===== src/rtl/alu_pkg.sv =====
// Shared constants for the ALU command sequencer: FSM state encodings and ALU opcodes.
// The ALU and the bench reuse the opcode constants so both sides agree on the encoding.
package alu_pkg;

    // Sequencer states, binary encoded
    localparam logic [2:0] StWaitA   = 3'd0;
    localparam logic [2:0] StWaitB   = 3'd1;
    localparam logic [2:0] StWaitOp  = 3'd2;
    localparam logic [2:0] StCapture = 3'd3;
    localparam logic [2:0] StSend    = 3'd4;
    localparam logic [2:0] StWaitTx  = 3'd5;

    // ALU opcodes; any other value makes the ALU return zero
    localparam logic [3:0] OpAdd = 4'b0001;
    localparam logic [3:0] OpSub = 4'b0010;
    localparam logic [3:0] OpAnd = 4'b0011;
    localparam logic [3:0] OpOr  = 4'b0101;
    localparam logic [3:0] OpXor = 4'b0111;
    localparam logic [3:0] OpSra = 4'b1000;
    localparam logic [3:0] OpSrl = 4'b1100;
    localparam logic [3:0] OpNor = 4'b1110;

endpackage


===== src/rtl/alu_uart_timeout.sv =====
// Clearable inter-byte timeout counter; only instantiated when ALU_UART_INTERFACE_TIMEOUT_EN
// is defined. expired is high while running and the count sits at p_timeoutCycles-1.
module alu_uart_timeout #(
    parameter int unsigned p_timeoutCycles = 50000000
) (
    input  logic clk,
    input  logic reset,
    input  logic run,
    input  logic clear,
    output logic expired
);

    localparam int unsigned CntW = $clog2(p_timeoutCycles + 1);
    localparam logic [CntW-1:0] CntLast = CntW'(p_timeoutCycles - 1);

    logic [CntW-1:0] count_q;

    always_ff @(posedge clk) begin
        if (reset) begin
            count_q <= '0;
        end else if (clear || !run) begin
            count_q <= '0;
        end else if (!expired) begin
            count_q <= count_q + 1'b1;
        end
    end

    assign expired = run && (count_q == CntLast);

endmodule


===== src/rtl/alu_uart_interface.sv =====
// Sequencer between a UART rx/tx pair and a combinational ALU: collects A, B, opcode bytes,
// captures the ALU result and transmits it. Optional inter-byte timeout: ALU_UART_INTERFACE_TIMEOUT_EN.
module alu_uart_interface
    import alu_pkg::*;
#(
    parameter int unsigned p_dataLength         = 8,
    parameter int unsigned p_byteLength         = 8,
    parameter int unsigned p_operatorsInputSize = 4,
    parameter int unsigned p_timeoutCycles      = 50000000
) (
    input  logic                            i_clk,
    input  logic                            i_reset,
    input  logic [p_byteLength-1:0]         i_rxData,
    input  logic                            i_rxDone,
    input  logic [p_dataLength-1:0]         i_ALUResult,
    input  logic                            i_txDone,
    output logic [p_dataLength-1:0]         o_A,
    output logic [p_dataLength-1:0]         o_B,
    output logic [p_operatorsInputSize-1:0] o_ALUBitsControl,
    output logic [p_byteLength-1:0]         o_txData,
    output logic                            o_txStart,
    output logic                            o_busy
);

    if (p_dataLength != p_byteLength) begin : g_width_check
        $error("alu_uart_interface: p_dataLength must equal p_byteLength");
    end
    if (p_timeoutCycles < 2) begin : g_timeout_check
        $error("alu_uart_interface: p_timeoutCycles must be at least 2");
    end

    logic [2:0]                      state_q, state_d;
    logic [p_dataLength-1:0]         a_q, a_d;
    logic [p_dataLength-1:0]         b_q, b_d;
    logic [p_operatorsInputSize-1:0] op_q, op_d;
    logic [p_byteLength-1:0]         tx_data_q, tx_data_d;
    logic                            timeout_expired;

`ifdef ALU_UART_INTERFACE_TIMEOUT_EN
    logic timeout_run;
    logic timeout_clear;

    assign timeout_run   = (state_q == StWaitB) || (state_q == StWaitOp);
    // Clearing on every accepted byte and on expiry also covers every state entry.
    assign timeout_clear = i_rxDone || timeout_expired;

    alu_uart_timeout #(
        .p_timeoutCycles (p_timeoutCycles)
    ) u_timeout (
        .clk     (i_clk),
        .reset   (i_reset),
        .run     (timeout_run),
        .clear   (timeout_clear),
        .expired (timeout_expired)
    );
`else
    assign timeout_expired = 1'b0;
`endif

    always_comb begin
        state_d   = state_q;
        a_d       = a_q;
        b_d       = b_q;
        op_d      = op_q;
        tx_data_d = tx_data_q;
        case (state_q)
            StWaitA: begin
                if (i_rxDone) begin
                    a_d     = i_rxData;
                    state_d = StWaitB;
                end
            end
            StWaitB: begin
                if (i_rxDone) begin
                    b_d     = i_rxData;
                    state_d = StWaitOp;
                end else if (timeout_expired) begin
                    state_d = StWaitA;
                end
            end
            StWaitOp: begin
                if (i_rxDone) begin
                    op_d    = i_rxData[p_operatorsInputSize-1:0];
                    state_d = StCapture;
                end else if (timeout_expired) begin
                    state_d = StWaitA;
                end
            end
            StCapture: begin
                // Operands have been stable for a full cycle, so the ALU output is settled.
                tx_data_d = i_ALUResult;
                state_d   = StSend;
            end
            StSend: begin
                state_d = StWaitTx;
            end
            StWaitTx: begin
                if (i_txDone) begin
                    state_d = StWaitA;
                end
            end
            default: begin
                state_d = StWaitA;
            end
        endcase
    end

    always_ff @(posedge i_clk) begin
        if (i_reset) begin
            state_q   <= StWaitA;
            a_q       <= '0;
            b_q       <= '0;
            op_q      <= '0;
            tx_data_q <= '0;
        end else begin
            state_q   <= state_d;
            a_q       <= a_d;
            b_q       <= b_d;
            op_q      <= op_d;
            tx_data_q <= tx_data_d;
        end
    end

    assign o_A              = a_q;
    assign o_B              = b_q;
    assign o_ALUBitsControl = op_q;
    assign o_txData         = tx_data_q;
    assign o_txStart        = (state_q == StSend);
    assign o_busy           = (state_q != StWaitA);

endmodule


===== config.mk =====
export PLATFORM = sky130hd
export DESIGN_NAME = alu_uart_interface
export DESIGN_NICKNAME = d
export VERILOG_FILES = /design/src/rtl/alu_pkg.sv /design/src/rtl/alu_uart_timeout.sv /design/src/rtl/alu_uart_interface.sv
export SDC_FILE = /design/constraint.sdc
export NUM_CORES = 1
export LEC_CHECK = 0
export ABC_CLOCK_PERIOD_IN_PS = 3000
export CORE_AREA = 2 2 56 58
export DETAILED_ROUTE_END_ITERATION = 16
export DIE_AREA = 0 0 58 60
export PLACE_DENSITY = 0.85
export SLEW_MARGIN = 20
export SYNTH_ARGS = -nofsm -noshare
export SYNTH_HDL_FRONTEND = slang
export SYNTH_SLANG_ARGS = --single-unit

===== constraint.sdc =====
create_clock -name i_clk -period 3 [get_ports i_clk]
set_input_delay 0.9 -clock i_clk [delete_from_list [all_inputs] [get_ports i_clk]]
set_output_delay 0.9 -clock i_clk [all_outputs]
set_load 0.05 [all_outputs]

# ---- Yosys cells after proc, flatten, opt, wreduce, memory -nomap -nowiden
# Cells that the tools add are included.
dict set report word_totals {
  ramBits 0
  out_inout_bits 30
  input_bits 20
  mem_bits_ro 0
  latchBits 0
  elab_cells 25
  register_bits 31
  mem_count 0
}
dict set report classes {
  add_sub_neg 0
  reduce_logical 6
  eq_ne 9
  magnitude_cmp 0
  div_mod_pow 0
  n_shift 0
  multipliers 0
  mux 5
  bitwise 0
}
# operator count
set ops {}
lappend ops {{$pmux W3 S6} 1}
lappend ops {{$mux W3} 4}
lappend ops {{$ne A2 B2 Y1 const B} 4}
lappend ops {{$eq A3 B2 Y1 const B} 2}
lappend ops {{$eq A3 B3 Y1 const B} 2}
lappend ops {{$reduce_and A2 Y1} 3}
lappend ops {{$reduce_and A4 Y1} 1}
lappend ops {{$eq A3 B1 Y1 const B} 1}
lappend ops {{$logic_not A3 Y1} 1}
lappend ops {{$reduce_bool A3 Y1} 1}

# ---- Longest topological paths before layout
dict set report depth {
  word_depth 3
  mapped_depth 5
  mapped_depth_nobuf 3
}

# ---- Worst setup path before layout
# No wires, ideal clock.
dict set report synth_path {
  path_kind {reg-to-output}
  startpoint {register state_q[1]}
  endpoint {output port o_txStart}
  required_ns 2.100
  t_arrival_ns 1.609
  path_buffers 1
  stages_incl_launch_ff 3
  slack_ns 0.491
  cell_sequence {dfxtp_1 > buf_2 > nor3b_1}
}
dict set report synth_via {
  elab_chain_cells 1
}
# element line_no
set synth_lines {}
lappend synth_lines {{from (decl)} alu_uart_interface.sv:32} ;# logic [2:0] state_q, state_d;
lappend synth_lines {{from (signal assigned)} alu_uart_interface.sv:110} ;# state_q <= StWaitA;
lappend synth_lines {{from (signal assigned)} alu_uart_interface.sv:116} ;# state_q <= state_d;
lappend synth_lines {{$eq A3 B3 Y1} alu_uart_interface.sv:128} ;# assign o_txStart = (state_q == StSend);
lappend synth_lines {{to (decl)} alu_uart_interface.sv:21} ;# output logic o_txStart,
# No other way between the ends.

# ---- Worst setup path after layout
dict set report layout_path {
  startpoint {register state_q[2]}
  endpoint {output port o_busy}
}
dict set report layout_via {
  elab_chain_cells 1
}
# element line_no
set layout_lines {}
lappend layout_lines {{$reduce_bool A3 Y1} alu_uart_interface.sv:129} ;# assign o_busy = (state_q != StWaitA);
lappend layout_lines {{to (decl)} alu_uart_interface.sv:22} ;# output logic o_busy
# No other way between the ends.

==> impl_metrics.yaml <==
status:
  status: "finished, final reports clean"
synthesis:
  synth_area_um2: 1210
  yosysUniqueCellTypes: 19
  yosysTopAreaCell: "dfxtp_1"
  async_flop_share_pct: 0
  synth_edf_count: 0
  synth_cells: 122
  synth_area_leaders: "dfxtp_1, mux2i_1, nor2_1"
  ys_seq_area_share_pct: 51.5
  yosysTopAreaCellShare_pct: 51.5
  synth_common_cells: "dfxtp_1, mux2i_1, nor2_1, nand2_1, a21oi_1"
  avgSynthCellArea_um2: 9.89
  syn_nets: 142
  ys.flop_type: "dfxtp_1"
  synth_most_common_cell: "dfxtp_1"
  yosysWarningCount: 0
  ys_ff_latch: 31
grt:
  grt.total_usage_pct: 17.6
  grt_overflow_total: 0
  grt_pass1_wl_um: 4500
  grt_antenna_before_repair: 0
  grt_pass1_vias: 989
  grt_max_degree: 32
worst_setup_path:
  cp.required_ns: 2.10
  critPathKind: "flip-flop to primary output"
  worstSetupEndpointType: "primary output"
  r2r_slack_ns: 1.48
  cp.arrival_ns: 1.94
  start_kind: "flip-flop"
  path_max_fanout: 11
timing:
  max_freq_mhz: 352
  grt_setup_unrepaired: "no"
  period_share_pct: 94.8
  skew_ns: 0.0112
  hold_viol: 0
  fin_crit_ns: 2.84
  setup_slack_ns: 0.156
  drv_slew: 0
  finalSetupViolCount: 0
  setup_tns_ns: 0
  tightestPinTransition_ns: 0.552
  relSlewSlack_pct: 63.1
hold_path:
  holdCritPathClass: "flip-flop to flip-flop"
floorplanning:
  initial_utilization_pct: 41.6
  pin_count: 50
  dieArea_um2: 3480
  num_rows: 20
  die_w_um: 58
  coreArea_um2: 2900
  die_h_um: 60
cells_and_area:
  seqCellArea_um2: 621
  layout.nets: 189
  multiInputGateArea_um2: 518
  final_util_pct: 59.5
  area_growth_pct: 43.3
  drive_gt1_share_pct: 7.06
  nFillCells: 282
  diodes: 0
clock_tree:
  cts_resized: 0
  clockRootBuffer: "clkbuf_4"
  insertion_delay_ns: 0.32
  cts_tree: "done"
  clockBufferDepth: 2
  cts_setup_buffers: 0
  clock-sinks: 31
  clk_pin_slew_ns: 0.09
  cts_buffers: 5
  cts-hold-fix-buffers: 0
  cts_htree_levels: 2
run:
  max_cap_violations: 0
route:
  ant_nets: 0
  wl_met1_um: 1100
  maxUsedRoutingLayer: "met4"
  met2_length_um: 1420
  drc: 0
  wire_per_inst_um: 13.7
  wirelength_um: 2780
  viasPerCell: 5.01
  vias: 1018
  dr.pass1.iters: 4
  met3WireLength_um: 182
  drt-initial-drc-count: 32
pwr:
  power_mw: 0.843
  ir_drop_mv: 0.391
  leakagePower_nw: 0.677
  pwr_density_cell_nw_per_um2: 488
place:
  port_buffers: 49
  dpl.hpwl_um: 2030
  finalWeightedCongestion: 0.700
  place_ws_ns: 0.508
[logic make-up (layout without fill, tap and decap cells)]
logic type	Yosys count	count (layout)	share of synthesized area, %
and+or+nand+nor	48	48	20.5
buffers and inverters	10	58	5.60
muxes	21	21	17.4
DFF	31	31	51.5
AOI/OAI and AO/OA	12	12	4.98
[routing by layer]
metal  vias to the layer above  track usage, %
met3                         6            7.14
met2                        38            29.5
met5                         -               0
met1                       472            18.9
met4                         0            9.63
li1                        502               -
[worst max-delay path, cell delays in order, from the launching register on]
cell             delay, ns
dfxtp_1               0.42
or3_2                 0.50
clkdlybuf4s50_1       0.71
[registers in the layout, indices dropped and copies added, names as in the netlist]
register / count
o_ALUBitsControl: 4
state_q: 3
o_A: 8
o_txData: 8
o_B: 8
[where the power goes]
group	internal [mW]	leakage, nW	switching [mW]
clock network	0.0912	0.0293	0.130
logic	0.0748	0.396	0.104
registers	0.428	0.252	0.0145
total	0.594	0.677	0.248
[per-stage QoR]
| stage | std cells | hold slack [ns] | cell area (um^2) |
|---|---|---|---|
| global placement | 195 | 0.444 | 1680 |
| finish | 203 | 0.459 | 1730 |
| CTS | 203 | 0.461 | 1730 |
| detailed placement | 195 | 0.449 | 1680 |
| global route | 203 | 0.482 | 1730 |
| floorplan | 122 | 0.536 | 1210 |
[path summary, 6_finish.rpt]
path,start,to,depth (start not counted)
setup / recovery,state_q[2],o_busy,2
hold / removal,o_A[3],o_A[3],2
setup reg to reg,state_q[0],o_txData[7],3
hold reg to reg,o_A[3],o_A[3],2
[layout make-up]
cell class	instances	share of cell area [%]
multi-input combinational	81	30.0
tap	33	2.39
timing repair buffer	50	28.8
clock inverter	1	0.290
clock buffer	7	2.61
sequential	31	35.9
[cells in the final DEF (no fill, tap or decap)]
| master | n |
|---|---|
| clkdlybuf4s50_1 | 49 |
| dfxtp_1 | 31 |
| mux2i_1 | 21 |
| nor2_1 | 21 |
| nand2_1 | 17 |
| a21oi_1 | 12 |
| clkbuf_4 | 5 |
| and4bb_2 | 2 |
| clkbuf_1 | 2 |
| or3_2 | 1 |
| nor3b_1 | 1 |
| nand3b_1 | 1 |
| nor2b_1 | 1 |
| nor3_1 | 1 |
| nor4b_1 | 1 |
| nor4b_4 | 1 |
| or4b_4 | 1 |
| clkinv_2 | 1 |
| buf_4 | 1 |
No activity file was read; power rests on OpenSTA's default activity.
